`src/rtl/x_event_mon.sv`:
```
// Glitch-filtered rising-edge counter on x with a valid/ready window snapshot.
// One clock domain; synchronous active-high reset.
module x_event_mon #(
  parameter int unsigned FILT_LEN  = 3,
  parameter int unsigned CNT_WIDTH = 8
) (
  input  logic                 main_clk_i,
  input  logic                 main_rst_i,
  input  logic                 x_i,
  input  logic                 en_i,
  input  logic                 clr_i,
  input  logic                 rpt_req_i,
  output logic                 rpt_valid_o,
  input  logic                 rpt_ready_i,
  output logic [CNT_WIDTH-1:0] rpt_cnt_o,
  output logic                 rpt_ovf_o,
  output logic                 level_o
);

  typedef enum logic [1:0] {ST_IDLE, ST_RUN, ST_HOLD} state_e;

  localparam logic [3:0]           FILT_TC = 4'(FILT_LEN);
  localparam logic [CNT_WIDTH-1:0] CNT_MAX = '1;

  state_e                 state_q;
  logic [3:0]             run_q, run_d;
  logic                   level_q, level_d;
  logic [CNT_WIDTH-1:0]   live_q;
  logic                   live_ovf_q;
  logic                   valid_q;
  logic [CNT_WIDTH-1:0]   snap_cnt_q;
  logic                   snap_ovf_q;
  logic                   qedge;
  logic                   snap_go;

  // The run counter never holds FILT_LEN: reaching it toggles the level instead.
  always_comb begin
    run_d   = '0;
    level_d = level_q;
    if (x_i != level_q) begin
      if ((run_q + 4'd1) == FILT_TC) begin
        level_d = ~level_q;
      end else begin
        run_d = run_q + 4'd1;
      end
    end
  end

  assign qedge   = level_d & ~level_q;
  assign snap_go = (state_q == ST_RUN) && en_i && rpt_req_i;

  always_ff @(posedge main_clk_i) begin
    if (main_rst_i) begin
      state_q    <= ST_IDLE;
      run_q      <= '0;
      level_q    <= 1'b0;
      live_q     <= '0;
      live_ovf_q <= 1'b0;
      valid_q    <= 1'b0;
      snap_cnt_q <= '0;
      snap_ovf_q <= 1'b0;
    end else begin
      run_q   <= run_d;
      level_q <= level_d;

      case (state_q)
        ST_IDLE: begin
          if (en_i) state_q <= ST_RUN;
        end
        ST_RUN: begin
          if (!en_i) begin
            state_q <= ST_IDLE;
          end else if (rpt_req_i) begin
            state_q    <= ST_HOLD;
            valid_q    <= 1'b1;
            snap_cnt_q <= live_q;
            snap_ovf_q <= live_ovf_q;
          end
        end
        ST_HOLD: begin
          if (rpt_ready_i) begin
            valid_q <= 1'b0;
            state_q <= en_i ? ST_RUN : ST_IDLE;
          end
        end
        default: begin
          state_q <= ST_IDLE;
          valid_q <= 1'b0;
        end
      endcase

      // A new window opens on the snapshot edge, so an edge on that edge counts there.
      if (clr_i || snap_go) begin
        live_q     <= (qedge && !clr_i) ? CNT_WIDTH'(1) : '0;
        live_ovf_q <= 1'b0;
      end else if ((state_q != ST_IDLE) && qedge) begin
        if (live_q == CNT_MAX) begin
          live_ovf_q <= 1'b1;
        end else begin
          live_q <= live_q + CNT_WIDTH'(1);
        end
      end
    end
  end

  assign rpt_valid_o = valid_q;
  assign rpt_cnt_o   = snap_cnt_q;
  assign rpt_ovf_o   = snap_ovf_q;
  assign level_o     = level_q;

endmodule
```
`config.mk`:
```
export PLATFORM = sky130hd
export DESIGN_NAME = x_event_mon
export DESIGN_NICKNAME = d
export VERILOG_FILES = /design/src/rtl/x_event_mon.sv
export SDC_FILE = /design/constraint.sdc
export NUM_CORES = 1
export LEC_CHECK = 0
export ABC_AREA = 1
export CAP_MARGIN = 15
export CORE_MARGIN = 1.5
export CORE_UTILIZATION = 45
export CTS_CLUSTER_SIZE = 14
export DETAILED_ROUTE_END_ITERATION = 12
export PLACE_DENSITY = 0.66
export SLEW_MARGIN = 30
export SYNTH_ARGS = -nofsm -noshare
export SYNTH_HDL_FRONTEND = slang
export SYNTH_SLANG_ARGS = --single-unit
```
`constraint.sdc`:
```
create_clock -name main_clk_i -period 1.7 [get_ports main_clk_i]
set_clock_uncertainty 0.1 [all_clocks]
set_input_delay 0.34 -clock main_clk_i [delete_from_list [all_inputs] [get_ports main_clk_i]]
set_output_delay 0.34 -clock main_clk_i [all_outputs]
set_load 0.05 [all_outputs]
```
==> Word-level counts from Yosys, hierarchy flattened <==
Cells that the tools add are included.
{ "totals": {"regBits": 26, "latch_bits": 0, "ram_bits": 0, "romBits": 0, "in_bits": 7, "out_inout_bits": 11, "word_cells": 57, "n_memories": 0} }
{ "classes": {"addsub": 2, "n_mul": 0, "div": 0, "magnitude_cmp": 0, "eq_ne": 11, "shifts": 0, "n_mux": 16, "bitwise": 4, "n_reduce_logical": 16} }
{ "op_table": {"columns": ["operator", "count"], "rows": [
  ["two-way mux 8 bit", 3],
  ["!= test 2 bit, second input constant", 5],
  ["adder 8 x 1 -> 8 bit, second input constant", 1],
  ["equality test 8 bit, second input constant", 1],
  ["two-way mux 2 bit", 4],
  ["two-way mux 1 bit", 7],
  ["one-hot mux 2 bit (3 select lines)", 1],
  ["AND reduction 3 bit", 2],
  ["adder 4 x 1 -> 4 bit, second input constant", 1],
  ["equality test 4 x 2 -> 1 bit, second input constant", 1],
  ["logical AND 1 bit", 4],
  ["AND reduction 2 bit", 2],
  ["AND reduction 4 bit", 1],
  ["nonzero test 2 bit", 2],
  ["!= test 3 bit, second input constant", 1],
  ["inverter 1 bit", 3],
  ["one-hot mux 1 bit (3 select lines)", 1],
  ["OR reduction 3 bit", 1],
  ["equality test 2 x 1 -> 1 bit, second input constant", 1],
  ["equality test 2 bit, second input constant", 1],
  ["logical NOT 2 bit", 1],
  ["OR reduction 2 bit", 1],
  ["bitwise AND 1 bit", 1],
  ["logical NOT 1 bit", 1],
  ["other kinds (2)", 2]
]} }

==> Depth between registers and ports, before layout <==
{ "depth": {"ltp_word": 8, "mapped_depth": 11, "mapped_depth_nobuf": 11} }

==> Worst setup path after synthesis <==
OpenSTA, ideal clock, no wires.
{ "synth_timing": {"path_kind": "register to register", "start": "reg run_q[0]", "end": "reg live_q[0]", "setup_ns": 0.113, "t_arrival_ns": 1.302, "path_slack_ns": 0.185, "stages_incl_launch_ff": 11, "n_path_buf": 0, "path_cell_list": "dfxtp_1 ha_1 inv_1 nand2_1 nand3_2 nor2_4 nand4_4 nand2_2 nand2_1 nand2_1 nor2_1"} }
{ "synth_via": {"elab_chain_cells": 8} }
{ "synth_rtl": {"columns": ["item", "line_no", "text"], "rows": [
  ["start, declared", "26", "logic [3:0] run_q, run_d;"],
  ["start signal, assigned", "63", "run_q <= run_d;"],
  ["adder 4 x 1 -> 4 bit *", "41", "if ((run_q + 4'd1) == FILT_TC) begin"],
  ["equality test 4 x 2 -> 1 bit *", "41", null],
  ["two-way mux 1 bit *", "41", null],
  ["two-way mux 1 bit *", "40", "if (x_i != level_q) begin"],
  ["bitwise AND 1 bit *", "49", "assign qedge = level_d & ~level_q;"],
  ["logical AND 1 bit, on equally long branches", "94, 96", null],
  ["two-way mux 1 bit / nonzero test 2 bit (equally long branches)", null, null],
  ["two-way mux 8 bit / AND reduction 2 bit (equally long branches)", null, null],
  ["end signal, assigned", "94", "live_q <= (qedge && !clr_i) ? CNT_WIDTH'(1) : '0;"],
  ["end signal, assigned", "100", "live_q <= live_q + CNT_WIDTH'(1);"],
  ["end, declared", "28", "logic [CNT_WIDTH-1:0] live_q;"]
]} }
Every way passes the cells marked *; elsewhere a longest branch is shown, timed or not.
A chain may end at the register's enable or synchronous reset.

==> Final worst setup path <==
{ "layout_timing": {"start": "reg run_q[1]", "end": "reg live_q[2]"} }
{ "layout_via": {"elab_chain_cells": 8} }
{ "layout_rtl": {"columns": ["item", "line_no", "text"], "rows": [
  ["adder 4 x 1 -> 4 bit", "41", null],
  ["equality test 4 x 2 -> 1 bit", "41", null],
  ["two-way mux 1 bit", "41", null],
  ["two-way mux 1 bit", "40", null],
  ["bitwise AND 1 bit", "49", null],
  ["logical AND 1 bit", "96", "end else if ((state_q != ST_IDLE) && qedge) begin"],
  ["nonzero test 2 bit (no line)", null, null],
  ["AND reduction 2 bit (no line)", null, null]
]} }
No other way between the ends.

==> results.cfg <==
[status]
status = finished, final reports clean

[route]
vias_per_cell = 5.00
avgRoutedWirePerCell_um = 11.4
drt_iter0_markers = 28
drc = 0
postRouteAntennaNets = 0
finalWirelength_um = 2560
first_pass_iters = 4
vias = 1121

[run]
drv_cap = 0

[yosys]
ys_warn_count = 0
yosysSeqAreaShare_pct = 41.3
syn_area_sq_mm = 0.00126
syn_inst = 166
yosysUniqueCellTypes = 24
synth.avg_cell_area_sq_um = 7.60
synth.net_count = 176
ys_ff_latch = 26

[worst_setup_path]
critical_path.max_fanout = 6
crit_type = register to register
end_kind = register
slowest_delay_ps = 390
critical-path-top-delay-family = simple AND/OR/NAND/NOR gates
crit_required_ps = 1860
critPathSlowestCell = dfxtp_4
crit_buf_inv = 1
cp-start-kind = register
cp.arrival_ps = 1720
cp_cell_sequence = ha_1 -> inv_1 -> nand2_2 -> nand2_2 -> nor2_4 -> nand3_2 -> nor2_4 -> nand4_1 -> a21oi_1

[sta]
setup_viol = 0
timing.setup.tns_ps = 0
fmax_mhz = 642
fin_crit_ps = 1560
finalHoldViolCount = 0
relSlewSlack_pct = 74.7
rsz0062_at_grt = false
post-route-period-util_pct = 91.6
drv_slew = 0
tightest_slew_ps = 380

[finish]
nNetsFinal = 204
antennaDiodeCount = 0
fin_cells = 224
fillers = 248
drive_gt1_share_pct = 24.4
area_growth_pct = 24.6

[pwr]
max-vdd-ir-drop_mv = 0.536
power_density_mw_per_mm2 = 785
p_leak_nw = 0.646

[cts]
cts_buffers = 3
worstSkewPairLatency_ps = 320
clock_sinks = 26
clkTransAtPathRegs_ps = 150
cts_tree = done
clock_path_buffers = 2
clockRootBuffer = clkbuf_4
h-tree-depth = 1

[place]
gp_congestion = 0.756
placedCellCount = 219
io_buffer_count = 17
hpwlAfterDp_um = 1960

[global_route]
grt_util_all_layers_pct = 17.0
antenna_found_initial = 0
grt_max_degree = 16
grt_pass1_vias = 1012
grt_overflow = 0
grt_pass1_wl_um = 4240

[die]
dieArea_sq_mm = 0.00313
placementRows = 19
die_h_um = 55.9
core_sq_mm = 0.00271
die_w_um = 55.9
initial_core_util_pct = 46.5
io_pins = 18

[worst_hold_path]
min_path_type = register to register
==> worst min-delay path, delay by kind of cell, from the launching register on <==
kind | cells | cell delay [ps]
simple gates | 2 | 140
flops | 1 | 340
==> timing repair <==
item / CTS / global route
setup endpoints to repair: 0 / 12
hold buffers: 0 / 0
gates resized for setup: 0 / 5
setup buffers: 0 / 1
==> per-stage QoR <==
stage	instance area, sq um	worst slack (ps)	util, %	hold slack [ps]	power, mW
floorplan	1260	185	-	309	0.756
global placement	1500	-59.3	55.3	351	0.814
detailed placement	1500	-97.4	55.3	360	0.818
CTS	1550	7.03	57.2	399	1.24
global route	1570	24.0	58.0	424	1.28
finish	1570	142	58.0	397	1.23
==> final timing paths <==
check / startpoint / to / slack, ps / depth (start not counted)
min: rpt_cnt_o[5] / rpt_cnt_o[5] / 400 / 2
max: run_q[1] / live_q[2] / 140 / 9
min reg2reg: rpt_cnt_o[5] / rpt_cnt_o[5] / 400 / 2
max reg2reg: run_q[1] / live_q[2] / 140 / 9
==> sequential cells by signal (all words and copies together) (netlist names) <==
register     cells
level_o          1
rpt_ovf_o        1
rpt_valid_o      1
live_q           8
live_ovf_q       1
run_q            4
state_q          2
rpt_cnt_o        8
==> cells in the final DEF, fill, tap and decap left out <==
cell,instances
buf_4,18
a21oi_1,14
dfxtp_2,1
or2_2,2
dfxtp_1,24
dfxtp_4,1
nand3_1,8
o21ai_0,11
xor2_1,2
o221ai_1,1
nand2_2,5
o21a_1,1
a31o_2,1
nor2_2,3
nand4_4,1
nand4_1,6
clkdlybuf4s50_1,6
buf_12,1
nand3_2,2
nand2_1,26
nor2_4,5
ha_1,3
nand2_4,2
inv_1,16
inv_2,1
nor2_1,26
nand3b_1,2
bufinv_16,1
clkbuf_4,3
==> synth_stat cells <==
master     n  area (sq um)
nor2_4     5          56.3
nand3_1    8          40.0
xor2_1     2          17.5
o221ai_1   1          8.76
nand3_2    2          20.0
buf_2      1          5.00
nand2_4    1          11.3
a21oi_1   14          70.1
nand3b_1   2          15.0
nand2_1   27           101
a31o_2     1          8.76
nor2_1    26          97.6
clkbuf_1   1          3.75
dfxtp_1   26           521
ha_1       3          37.5
o21ai_0   11          55.1
o21a_1     1          7.51
nand4_4    1          21.3
nor2_2     3          18.8
or2_2      2          12.5
nand2_2    5          31.3
inv_2      1          3.75
nand4_1    6          37.5
inv_1     16          60.1
==> cells by family after synthesis <==
kind of cell	count (synthesis)	synth area share, %
adder cells (fa/ha/maj)	3	2.98
flip-flops	26	41.3
AO/OA/AOI/OAI	28	11.9
AND/OR/NAND/NOR	88	36.7
buffers and inverters	19	5.75
XOR/XNOR	2	1.39
==> routing by layer <==
metal / part of all wire, % / global-route usage [%] / vias up
li1: - / - / 596
met1: 47 / 21.8 / 507
met2: 48 / 28.9 / 16
met3: 3.6 / 3.72 / 2
met4: 0.90 / 5.10 / 0
met5: 0 / 0 / -
==> final cells by class <==
class                   count  area (sq um)  area share, %
clock buffers               3          22.5           1.43
repair buffers             25           215           13.7
multi-input cells         121           676           43.0
inverters                  17          63.8           4.06
flip-flops and latches     26           526           33.4
clock inverters             1          30.0           1.91
well taps                  31          38.8           2.47
==> where the power goes <==
part / switching [mW] / internal (mW)
clock: 0.190 / 0.238
combinational: 0.0994 / 0.0661
sequential: 0.0126 / 0.627
total: 0.302 / 0.932
Power figures use the tool's default switching activity.
